==> src/rtl/fetch_unit_if.sv <==
// Instruction-fetch bus: memory address/data, downstream stall/redirect and issue outputs.
// The fetch unit connects through the master modport; the environment uses slave.
interface fetch_unit_if;
    logic [7:0] Read_Address;
    logic [7:0] Instruction;
    logic       Stall;
    logic       Redirect_Valid;
    logic [7:0] Redirect_Addr;
    logic [7:0] Fetched_Instr;
    logic [7:0] Fetched_PC;
    logic       Valid;
    logic       Halted;
    logic [7:0] Fetch_Count;

    modport master (
        output Read_Address, Fetched_Instr, Fetched_PC, Valid, Halted, Fetch_Count,
        input  Instruction, Stall, Redirect_Valid, Redirect_Addr
    );

    modport slave (
        input  Read_Address, Fetched_Instr, Fetched_PC, Valid, Halted, Fetch_Count,
        output Instruction, Stall, Redirect_Valid, Redirect_Addr
    );
endinterface

==> src/rtl/fetch_unit.sv <==
// Single-issue instruction fetch unit: PC sequencing with short relative jumps,
// halt on zero-offset jump, downstream stall and execute-stage redirect.
module fetch_unit #(
    parameter logic [7:0] RESET_PC    = 8'h00,
    parameter bit         HALT_DETECT = 1'b1
) (
    input logic          Clk,
    input logic          Reset_N,
    fetch_unit_if.master bus
);
    typedef enum logic [1:0] {START, RUN, HALT} state_e;

    state_e     state_q, state_d;
    logic [7:0] pc_q, pc_d;
    logic [7:0] ir_q, ir_d;
    logic [7:0] fpc_q, fpc_d;
    logic [7:0] cnt_q, cnt_d;
    logic       valid_q, valid_d;
    logic       halt_pend_q, halt_pend_d;

    logic       is_jump;
    logic       is_halt;
    logic [7:0] jump_pc;

    always_comb begin
        is_jump = (bus.Instruction[7:6] == 2'b11);
        is_halt = HALT_DETECT && is_jump && (bus.Instruction[1:0] == 2'b00);
        jump_pc = pc_q + {{6{bus.Instruction[1]}}, bus.Instruction[1:0]};

        state_d     = state_q;
        pc_d        = pc_q;
        ir_d        = ir_q;
        fpc_d       = fpc_q;
        cnt_d       = cnt_q;
        valid_d     = valid_q;
        halt_pend_d = halt_pend_q;

        case (state_q)
            START: state_d = RUN;
            default: begin
                if (bus.Redirect_Valid) begin
                    // Target is fetched on the following edge, giving exactly one bubble.
                    pc_d        = bus.Redirect_Addr;
                    valid_d     = 1'b0;
                    state_d     = RUN;
                    halt_pend_d = 1'b0;
                end else if (state_q == HALT) begin
                    valid_d = 1'b0;
                end else if (bus.Stall) begin
                    state_d = state_q;
                end else if (halt_pend_q) begin
                    // The halting jump was issued last edge; retire it and park.
                    state_d     = HALT;
                    valid_d     = 1'b0;
                    halt_pend_d = 1'b0;
                end else begin
                    ir_d        = bus.Instruction;
                    fpc_d       = pc_q;
                    valid_d     = 1'b1;
                    cnt_d       = (cnt_q == 8'hFF) ? cnt_q : cnt_q + 8'd1;
                    pc_d        = is_jump ? jump_pc : pc_q + 8'd1;
                    halt_pend_d = is_halt;
                end
            end
        endcase
    end

    always_ff @(posedge Clk or negedge Reset_N) begin
        if (!Reset_N) begin
            state_q     <= START;
            pc_q        <= RESET_PC;
            ir_q        <= 8'h00;
            fpc_q       <= 8'h00;
            cnt_q       <= 8'h00;
            valid_q     <= 1'b0;
            halt_pend_q <= 1'b0;
        end else begin
            state_q     <= state_d;
            pc_q        <= pc_d;
            ir_q        <= ir_d;
            fpc_q       <= fpc_d;
            cnt_q       <= cnt_d;
            valid_q     <= valid_d;
            halt_pend_q <= halt_pend_d;
        end
    end

    assign bus.Read_Address  = pc_q;
    assign bus.Fetched_Instr = ir_q;
    assign bus.Fetched_PC    = fpc_q;
    assign bus.Valid         = valid_q;
    assign bus.Halted        = (state_q == HALT);
    assign bus.Fetch_Count   = cnt_q;
endmodule

==> src/flat_wrapper.sv <==
// flat-port wrapper written by rule: the top's interface ports become plain ports
module fetch_unit_flat 
#(
    parameter logic [7:0] RESET_PC    = 8'h00,
    parameter bit         HALT_DETECT = 1'b1
)
  (Clk, Reset_N, bus_Read_Address, bus_Fetched_Instr, bus_Fetched_PC, bus_Valid, bus_Halted, bus_Fetch_Count, bus_Instruction, bus_Stall, bus_Redirect_Valid, bus_Redirect_Addr);
  fetch_unit_if bus_i ();
  input logic Clk;
  input logic Reset_N;
  output wire logic [$bits(bus_i.Read_Address)-1:0] bus_Read_Address;
  output wire logic [$bits(bus_i.Fetched_Instr)-1:0] bus_Fetched_Instr;
  output wire logic [$bits(bus_i.Fetched_PC)-1:0] bus_Fetched_PC;
  output wire logic [$bits(bus_i.Valid)-1:0] bus_Valid;
  output wire logic [$bits(bus_i.Halted)-1:0] bus_Halted;
  output wire logic [$bits(bus_i.Fetch_Count)-1:0] bus_Fetch_Count;
  input wire logic [$bits(bus_i.Instruction)-1:0] bus_Instruction;
  input wire logic [$bits(bus_i.Stall)-1:0] bus_Stall;
  input wire logic [$bits(bus_i.Redirect_Valid)-1:0] bus_Redirect_Valid;
  input wire logic [$bits(bus_i.Redirect_Addr)-1:0] bus_Redirect_Addr;
  assign bus_Read_Address = bus_i.Read_Address;
  assign bus_Fetched_Instr = bus_i.Fetched_Instr;
  assign bus_Fetched_PC = bus_i.Fetched_PC;
  assign bus_Valid = bus_i.Valid;
  assign bus_Halted = bus_i.Halted;
  assign bus_Fetch_Count = bus_i.Fetch_Count;
  assign bus_i.Instruction = bus_Instruction;
  assign bus_i.Stall = bus_Stall;
  assign bus_i.Redirect_Valid = bus_Redirect_Valid;
  assign bus_i.Redirect_Addr = bus_Redirect_Addr;
  fetch_unit #(.RESET_PC(RESET_PC), .HALT_DETECT(HALT_DETECT)) u_core (.Clk(Clk), .Reset_N(Reset_N), .bus(bus_i));
endmodule
==> config.mk <==
export PLATFORM = sky130hd
export DESIGN_NAME = fetch_unit_flat
export DESIGN_NICKNAME = d
export VERILOG_FILES = /design/src/rtl/fetch_unit_if.sv /design/src/rtl/fetch_unit.sv /design/src/flat_wrapper.sv
export SDC_FILE = /design/constraint.sdc
export NUM_CORES = 1
export LEC_CHECK = 0
export BUFFER_PORTS_ARGS = -buffer_cell sky130_fd_sc_hd__buf_2
export CAP_MARGIN = 20
export CORE_MARGIN = 8
export CORE_UTILIZATION = 55
export CTS_CLUSTER_DIAMETER = 120
export DETAILED_ROUTE_END_ITERATION = 12
export GPL_ROUTABILITY_DRIVEN = 0
export PLACE_DENSITY = 0.92
export SYNTH_ARGS = -nofsm -noshare
export SYNTH_HDL_FRONTEND = slang
export SYNTH_SLANG_ARGS = --single-unit
==> constraint.sdc <==
create_clock -name Clk -period 4.9 [get_ports Clk]
set_clock_uncertainty 0.15 [all_clocks]
set_input_delay 0.49 -clock Clk [delete_from_list [all_inputs] [get_ports Clk]]
set_output_delay 0.49 -clock Clk [all_outputs]
set_load 0.05 [all_outputs]
# After elaboration in Yosys (flattened, before gate mapping)
# Index checks and enable logic that the tools add are counted.
# totals
ff_bits	36
out_inout_bits	34
word_cells	53
# op_classes
addsub	3
eq_ne	9
mux	18
n_bitwise	6
reduce_logical	10
# op_table
cell	n
$mux 8	5
$add 8x1->8 const B	2
$mux 2	5
$add 8x8->8	1
$eq 8x8->1 const B	1
$mux 1	8
$ne 3x1->1 const B	2
$not 1->1	6
$reduce_and 3->1	2
$reduce_and 6->1	1
$reduce_and 5->1	1
$eq 2x2->1 const B	2
$logic_not 2->1	2
$ne 2x1->1 const B	2
$reduce_and 4->1	1
$ne 3x2->1 const B	1
$reduce_bool 3->1	1
$ne 2x2->1 const B	1
$reduce_and 2->1	1
$logic_and 1x1->1	1

# Logic depth before layout (Yosys ltp)
# Gate-level depths: netlist of the first run.
# depth
word_depth	6
ltp_mapped	8
depth_no_buf	7

# Least setup slack after synthesis of the first run
# Ideal clock, no wire load.
# synth_timing
kind	in2reg
startpoint	input port bus_Instruction[1]
endpoint	register u_core.pc_q[6], in the netlist u_core.bus.Read_Address[6]
setup_ps	124
t_arrival_ps	2408
t_required_ps	4626
path_slack_ps	2218
stages	8
cell_sequence	and3_1 > clkbuf_1 > xor2_1 > ha_1 > or4_4 > or4b_4 > a21oi_1 > nor3b_2
# synth_via
elab_chain_len	6
# synth_rtl
element	line	rtl
start: declaration	flat_wrapper.sv:17	input wire logic [$bits(bus_i.Instruction)-1:0] bus_Instruction;
$add 8x8->8	fetch_unit.sv:28	jump_pc = pc_q + {{6{bus.Instruction[1]}}, bus.Instruction[1:0]};
$mux 8	fetch_unit.sv:61	pc_d = is_jump ? jump_pc : pc_q + 8'd1;
$mux 8	fetch_unit.sv:51	end else if (halt_pend_q) begin
$mux 8	fetch_unit.sv:49	end else if (bus.Stall) begin
$mux 8	fetch_unit.sv:47	end else if (state_q == HALT) begin
$mux 8	fetch_unit.sv:41	if (bus.Redirect_Valid) begin
end signal: assignment	fetch_unit.sv:79	pc_q <= pc_d;
end: declaration	fetch_unit.sv:14	logic [7:0] pc_q, pc_d;
# No other way between the ends. The select of a mux whose other input is x is not followed.
# A chain may end at the register's enable or synchronous reset.

# Worst setup path after layout of the first run
# Same ends and word-level chain as after synthesis.

==> flow_summary.json, run 1 <==
{
  "outcome": "complete, no violations",
  "cpPeakStageDelay_ps": 530,
  "via_count": 1655,
  "cts_buffer_depth": 2,
  "cts_made_buffers": 5,
  "die_width_um": 73.7,
  "post_cts_buffers": 0,
  "period_needed_ps": 2440,
  "worstSetupPathType": "input port to flip-flop",
  "powerDensity_nw_per_um2": 481,
  "dpl_worst_slack_ps": 2090,
  "finalSetupTns_ps": 0,
  "cts_hold_buf": 0,
  "synth_seq_area_share": 0.492,
  "period_share": 0.498,
  "yosysMostFrequentCell": "nand2_1",
  "ys_types": 45,
  "wl_per_cell_um": 14.9,
  "syn_to_final_growth_pct": 20.3,
  "seq_area_um2": 901,
  "synthTopCellsByCount": "nand2_1 (56), dfrtp_1 (36), nand3_1 (10), o21ai_0 (9), nor2_1 (8)",
  "viasPerCell": 5.55,
  "fmax_ghz": 0.409,
  "design_area_um2": 2200,
  "post_synth.cell_area_avg_um2": 9.24,
  "hpwl_um": 3290,
  "cp_cell_sequence": "buf_2 -> and3_1 -> xor2_1 -> ha_1 -> or4_4 -> or4b_4 -> a21oi_1 -> nor3b_2",
  "ant_nets": 0,
  "port_buffers": 53,
  "nFillCells": 285,
  "worstPathRequired_ps": 4990,
  "p_leak_nw": 1.09,
  "grt-ovfl-total": 0,
  "power.ir.vdd_worst_uv": 352,
  "antennaDiodeCount": 0,
  "grt_max_degree": 37,
  "dr.first_iter.drc_count": 107,
  "yosysWarnings": 0,
  "synth_ff_type": "dfrtp_1",
  "clkSinkCount": 36,
  "slew_violations": 0,
  "end_kind": "flip-flop",
  "fin_ws_ps": 2460,
  "first_pass_iters": 4,
  "synth.top_cell.area_share": 0.492,
  "path_max_fanout": 9,
  "clockRootBuffer": "clkbuf_4",
  "place_area_um2": 2120,
  "yosysTopAreaCell": "dfrtp_1",
  "synth-edff-count": 0,
  "relSlewSlack": 0.490,
  "syn_nets": 221,
  "final_util": 0.676,
  "yosys_register_bits": 36,
  "dieArea_um2": 5430,
  "routed_wl_um": 4440,
  "finalSetupViolations": 0,
  "worstMarginPinSlew_ps": 766,
  "grt_pass1_wl_um": 7200,
  "cp_data_arrival_time_ps": 2540,
  "maxCapViolations": 0,
  "clock_latency_ps": 360,
  "grtUsageTotal": 0.172,
  "syn-instance-count": 198,
  "slowest_stage": "or4b_4",
  "cp_top_family": "simple AND/OR/NAND/NOR gates",
  "io_pins": 54,
  "fin_nets": 274,
  "remaining_drc_errors": 0,
  "startpoint_type": "input port",
  "multi_input_area_um2": 880,
  "initial_core_util": 0.562,
  "crit_buf_inv": 1,
  "syn_area_um2": 1830,
  "die_h_um": 73.7,
  "core-area_um2": 3260,
  "grt_pass1_vias": 1577,
  "clk_pin_slew_ps": 120,
  "cts.htree.levels": 2,
  "antenna_found_initial": 0,
  "rows": 21,
  "cts_resized": 0,
  "finalPower_mw": 1.06,
  "drive_above_1_share": 0.282,
  "min_path_type": "input port to asynchronous set/reset pin",
  "synthTopCellsByArea": "dfrtp_1 (49%), nand2_1 (11%), nand3_1 (2.7%)",
  "hold_viol": 0,
  "ys_async_sr_fraction": 1.00,
  "cts_tree": "done",
  "rsz0062_at_grt": "no"
}
-- metrics by stage --
stage / hold WS, ps / instances
2_1_floorplan: 44.4 / 198
3_3_place_gp: 301 / 290
3_5_place_dp: 308 / 290
4_1_cts: 69.0 / 298
5_1_grt: 109 / 298
6_report: 37.4 / 298
-- area by class of cell --
type | instances | area share
repair buffers | 54 | 0.124
flip-flops and latches | 36 | 0.409
clock buffers | 5 | 0.0170
inverters | 3 | 0.00511
multi-input cells | 151 | 0.399
clock inverters | 3 | 0.0193
well taps | 46 | 0.0261
-- cell families (layout without fill, tap and decap cells) --
family,Yosys count,after routing,synth area share
adders and majority gates,3,3,0.0205
AOI/OAI and AO/OA,29,29,0.102
buffers and inverters,11,65,0.0273
muxes,6,6,0.0342
DFF,36,36,0.492
and+or+nand+nor,106,106,0.290
xor gates and xnor gates,7,7,0.0335
-- worst register-to-register path: cells and delay by family (launching register included) --
kind / cells / cell delay [ps]
AND/OR/NAND/NOR: 3 / 1010
flip-flops: 1 / 510
adder cells (fa/ha/maj): 1 / 250
XOR/XNOR: 1 / 210
AO/OA/AOI/OAI: 1 / 190
-- cell usage in the layout (no fill, tap or decap), types with 2 or more instances in the layout --
master | synthesis | layout
xnor2_1 | 3 | 3
mux2_2 | 2 | 2
a2bb2oi_1 | 2 | 2
nor3b_1 | 2 | 2
xor2_1 | 4 | 4
or4_1 | 3 | 3
ha_1 | 3 | 3
nand3_1 | 10 | 10
nor2b_1 | 3 | 3
o21a_1 | 2 | 2
or3_1 | 4 | 4
nand2_1 | 56 | 56
nor3_1 | 5 | 5
nor2_1 | 8 | 8
inv_1 | 3 | 3
buf_2 | 1 | 53
clkbuf_4 | 0 | 5
a21oi_1 | 7 | 7
mux2i_1 | 4 | 4
o21ai_0 | 9 | 9
o22ai_1 | 2 | 2
dfrtp_1 | 36 | 36
nand4_1 | 2 | 2
-- layer usage --
layer  wire [µm]  up-vias  track usage
met4          72        0       0.0887
met1        1860      781        0.203
met5           0        -            0
li1            -      798            -
met3         376        8       0.0437
met2        2130       68        0.281
-- flip-flops by register name, summed over array words and instances, names as in the netlist --
name                      cells
u_core.bus.Valid              1
u_core.bus.Fetched_PC         8
u_core.bus.Read_Address       8
u_core.bus.Fetch_Count        8
u_core.bus.Fetched_Instr      8
u_core.halt_pend_q            1
u_core.state_q                2
-- where the power goes --
part           leakage (nW)  internal, mW  switching [mW]  total [mW]
Clock                0.0412         0.106           0.107       0.213
Sequential            0.438         0.355          0.0747       0.429
Combinational         0.614         0.109           0.309       0.418
-- path summary, 6_finish.rpt --
check	start	to	depth (start not counted)	slack, ps
max	bus_Instruction[1]	u_core.bus.Read_Address[6]$_DFFE_PN0P_	8	2460
min	Reset_N	u_core.bus.Fetched_PC[7]$_DFFE_PN0P_	1	40
max reg2reg	u_core.bus.Read_Address[1]$_DFFE_PN0P_	u_core.bus.Read_Address[6]$_DFFE_PN0P_	6	2470
min reg2reg	u_core.bus.Fetched_Instr[7]$_DFFE_PN0P_	u_core.bus.Fetched_Instr[7]$_DFFE_PN0P_	2	330
max in group asynchronous	Reset_N	u_core.bus.Read_Address[2]$_DFFE_PN0P_	1	4070
min in group Clk	bus_Instruction[5]	u_core.bus.Fetched_Instr[5]$_DFFE_PN0P_	3	170
Power figures use the tool's default switching activity.
==> inputs of run 2 (changes only) <==
- CORE_UTILIZATION: 55 -> 46
- PLACE_DENSITY: 0.92 -> 0.83
- clock period: 4.9 -> 2 ns (I/O delays scaled with it)
==> run 2 against run 1 <==
The run now ends with negative setup slack left. Clock power increased by 130%. Die area increased by 15%. Total power increased to 2.6 times the previous value. Sequential power increased by 140%. Worst setup slack got worse by 2700 ps. Non-clock buffer count increased by 26. Critical endpoint unchanged. Largest power group is now combinational cells.
==> flow_summary.json, run 2 (synthesis results as in run 1) <==
{
  "cts.htree.levels": 2,
  "worstMarginPinSlew_ps": 544,
  "via_count": 1798,
  "fmax_ghz": 0.453,
  "cp_cell_sequence": "ha_4 -> ha_4 -> or4_4 -> or4b_4 -> a21oi_4 -> nor3b_2",
  "clockRootBuffer": "clkbuf_8",
  "syn_to_final_growth_pct": 36.8,
  "cpPeakStageDelay_ps": 560,
  "cp_data_arrival_time_ps": 2230,
  "relSlewSlack": 0.638,
  "viasPerCell": 5.48,
  "grt_max_degree": 25,
  "clkSinkCount": 36,
  "layout_commonest_cell": "nand2_1",
  "p_sw_frac": 0.454,
  "die_h_um": 79.1,
  "power_frac_seq": 0.376,
  "dieArea_um2": 6250,
  "clock_latency_ps": 290,
  "initial_core_util": 0.468,
  "seq_area_um2": 906,
  "io_pins": 54,
  "path_max_fanout": 2,
  "cts_buffer_depth": 2,
  "slowest_stage": "or4b_4",
  "end_kind": "flip-flop",
  "port_buffers": 53,
  "antennaDiodeCount": 0,
  "cts_made_buffers": 5,
  "ant_nets": 0,
  "p_sw_mw": 1.23,
  "finalSetupTns_ps": -206,
  "rows": 23,
  "powerDensity_nw_per_um2": 1080,
  "rsz0062_at_grt": "yes",
  "clk_pin_slew_ps": 70,
  "core-area_um2": 3910,
  "period_share": 1.10,
  "worstSetupPathType": "flip-flop to flip-flop",
  "antenna_found_initial": 0,
  "nFillCells": 320,
  "period_needed_ps": 2210,
  "hold_viol": 0,
  "p_leak_nw": 1.23,
  "grt_pass1_wl_um": 8180,
  "p_int_mw": 1.48,
  "power_frac_comb": 0.442,
  "fin_ws_ps": -206,
  "cts_tree": "done",
  "multi_input_area_um2": 958,
  "place_area_um2": 2260,
  "layout_common_cells": "nand2_1 (56), buf_2 (53), dfrtp_1 (32)",
  "clkPwrFrac": 0.182,
  "crit_path_frequent_cell": "ha_4",
  "worstPathRequired_ps": 2030,
  "dr.first_iter.drc_count": 154,
  "grtUsageTotal": 0.164,
  "finalPower_mw": 2.71,
  "power.ir.vdd_worst_uv": 824,
  "finalSetupViolations": 1,
  "maxCapViolations": 0,
  "slew_violations": 0,
  "fin_nets": 300,
  "min_path_type": "input port to flip-flop",
  "die_width_um": 79.1,
  "first_pass_iters": 4,
  "design_area_um2": 2500,
  "routed_wl_um": 5210,
  "violations": "negative setup slack",
  "grt_pass1_vias": 1757,
  "hpwl_um": 3640,
  "drive_above_1_share": 0.371,
  "grt-ovfl-total": 0,
  "remaining_drc_errors": 0,
  "wl_per_cell_um": 15.9,
  "fin_hold_ws_ps": 9.85,
  "startpoint_type": "flip-flop",
  "outcome": "finished with violations"
}
[run 2: cell types whose count changed in the layout (fill, tap and decap cells not counted), sizes merged]
| cell | delta |
|---|---|
| dlygate4sd3 | +7 |
| buf | +19 |
| clkbuf | +2 |
| clkinvlp | -1 |
| bufinv | -1 |
[run 2: repair_timing]
item / 4_1_cts / 5_1_grt
buffers inserted: 1 / 2
hold endpoints to repair: 29 / 0
pin swaps: 1 / 7
gates resized for setup: 3 / 10
setup endpoints to repair: 3 / 3
hold buffers: 7 / 0
[run 2: final timing paths]
check / to / start / cells after the start / slack, ps
hold / removal: u_core.bus.Fetched_Instr[6]$_DFFE_PN0P_ / bus_Instruction[6] / 3 / 10
hold reg to reg: u_core.bus.Fetched_Instr[7]$_DFFE_PN0P_ / u_core.bus.Fetched_Instr[7]$_DFFE_PN0P_ / 2 / 320
max in group asynchronous: u_core.bus.Fetched_Instr[3]$_DFFE_PN0P_ / Reset_N / 3 / 850
setup / recovery: u_core.bus.Read_Address[6]$_DFFE_PN0P_ / u_core.bus.Read_Address[0]$_DFFE_PN0P_ / 6 / -210
min in group asynchronous: u_core.bus.Read_Address[3]$_DFFE_PN0P_ / Reset_N / 2 / 280
setup reg to reg: u_core.bus.Read_Address[6]$_DFFE_PN0P_ / u_core.bus.Read_Address[0]$_DFFE_PN0P_ / 6 / -210
[run 2: critical path, delay by kind of cell, from the launching register on]
kind                       cells  cell delay [ps]
and+or+nand+nor                3             1040
DFF                            1              430
adders and majority gates      2              320
AOI/OAI and AO/OA              1              150
[run 2: per-stage QoR]
| stage | std cells | worst slack, ps | util |
|---|---|---|---|
| 2_1_floorplan | 198 | -387 | - |
| 3_3_place_gp | 310 | -268 | 0.577 |
| 3_5_place_dp | 310 | -304 | 0.577 |
| 4_1_cts | 326 | -149 | 0.623 |
| 5_1_grt | 328 | -241 | 0.640 |
| 6_report | 328 | -206 | 0.640 |
[run 2: power by group through the flow]
stage,combinational (mW),clock [mW],sequential (mW)
after floorplan,0.311,0,1.52
after global placement,1.12,0,1.02
after detailed placement,1.14,0,1.02
after CTS,1.17,0.507,1.02
after global routing,1.29,0.534,1.04
final,1.20,0.493,1.02
[run 2: final cells by class]
cell class,instances,area share
flip-flops and latches,36,0.362
clock buffers,7,0.0305
repair buffers,80,0.194
inverters,3,0.00450
clock inverters,1,0.00200
well taps,50,0.0250
multi-input cells,151,0.383
[run 2: layer usage]
layer,part of all wire,track usage
met1,0.39,0.187
met2,0.49,0.266
met3,0.082,0.0587
met5,0,0
met4,0.031,0.0815
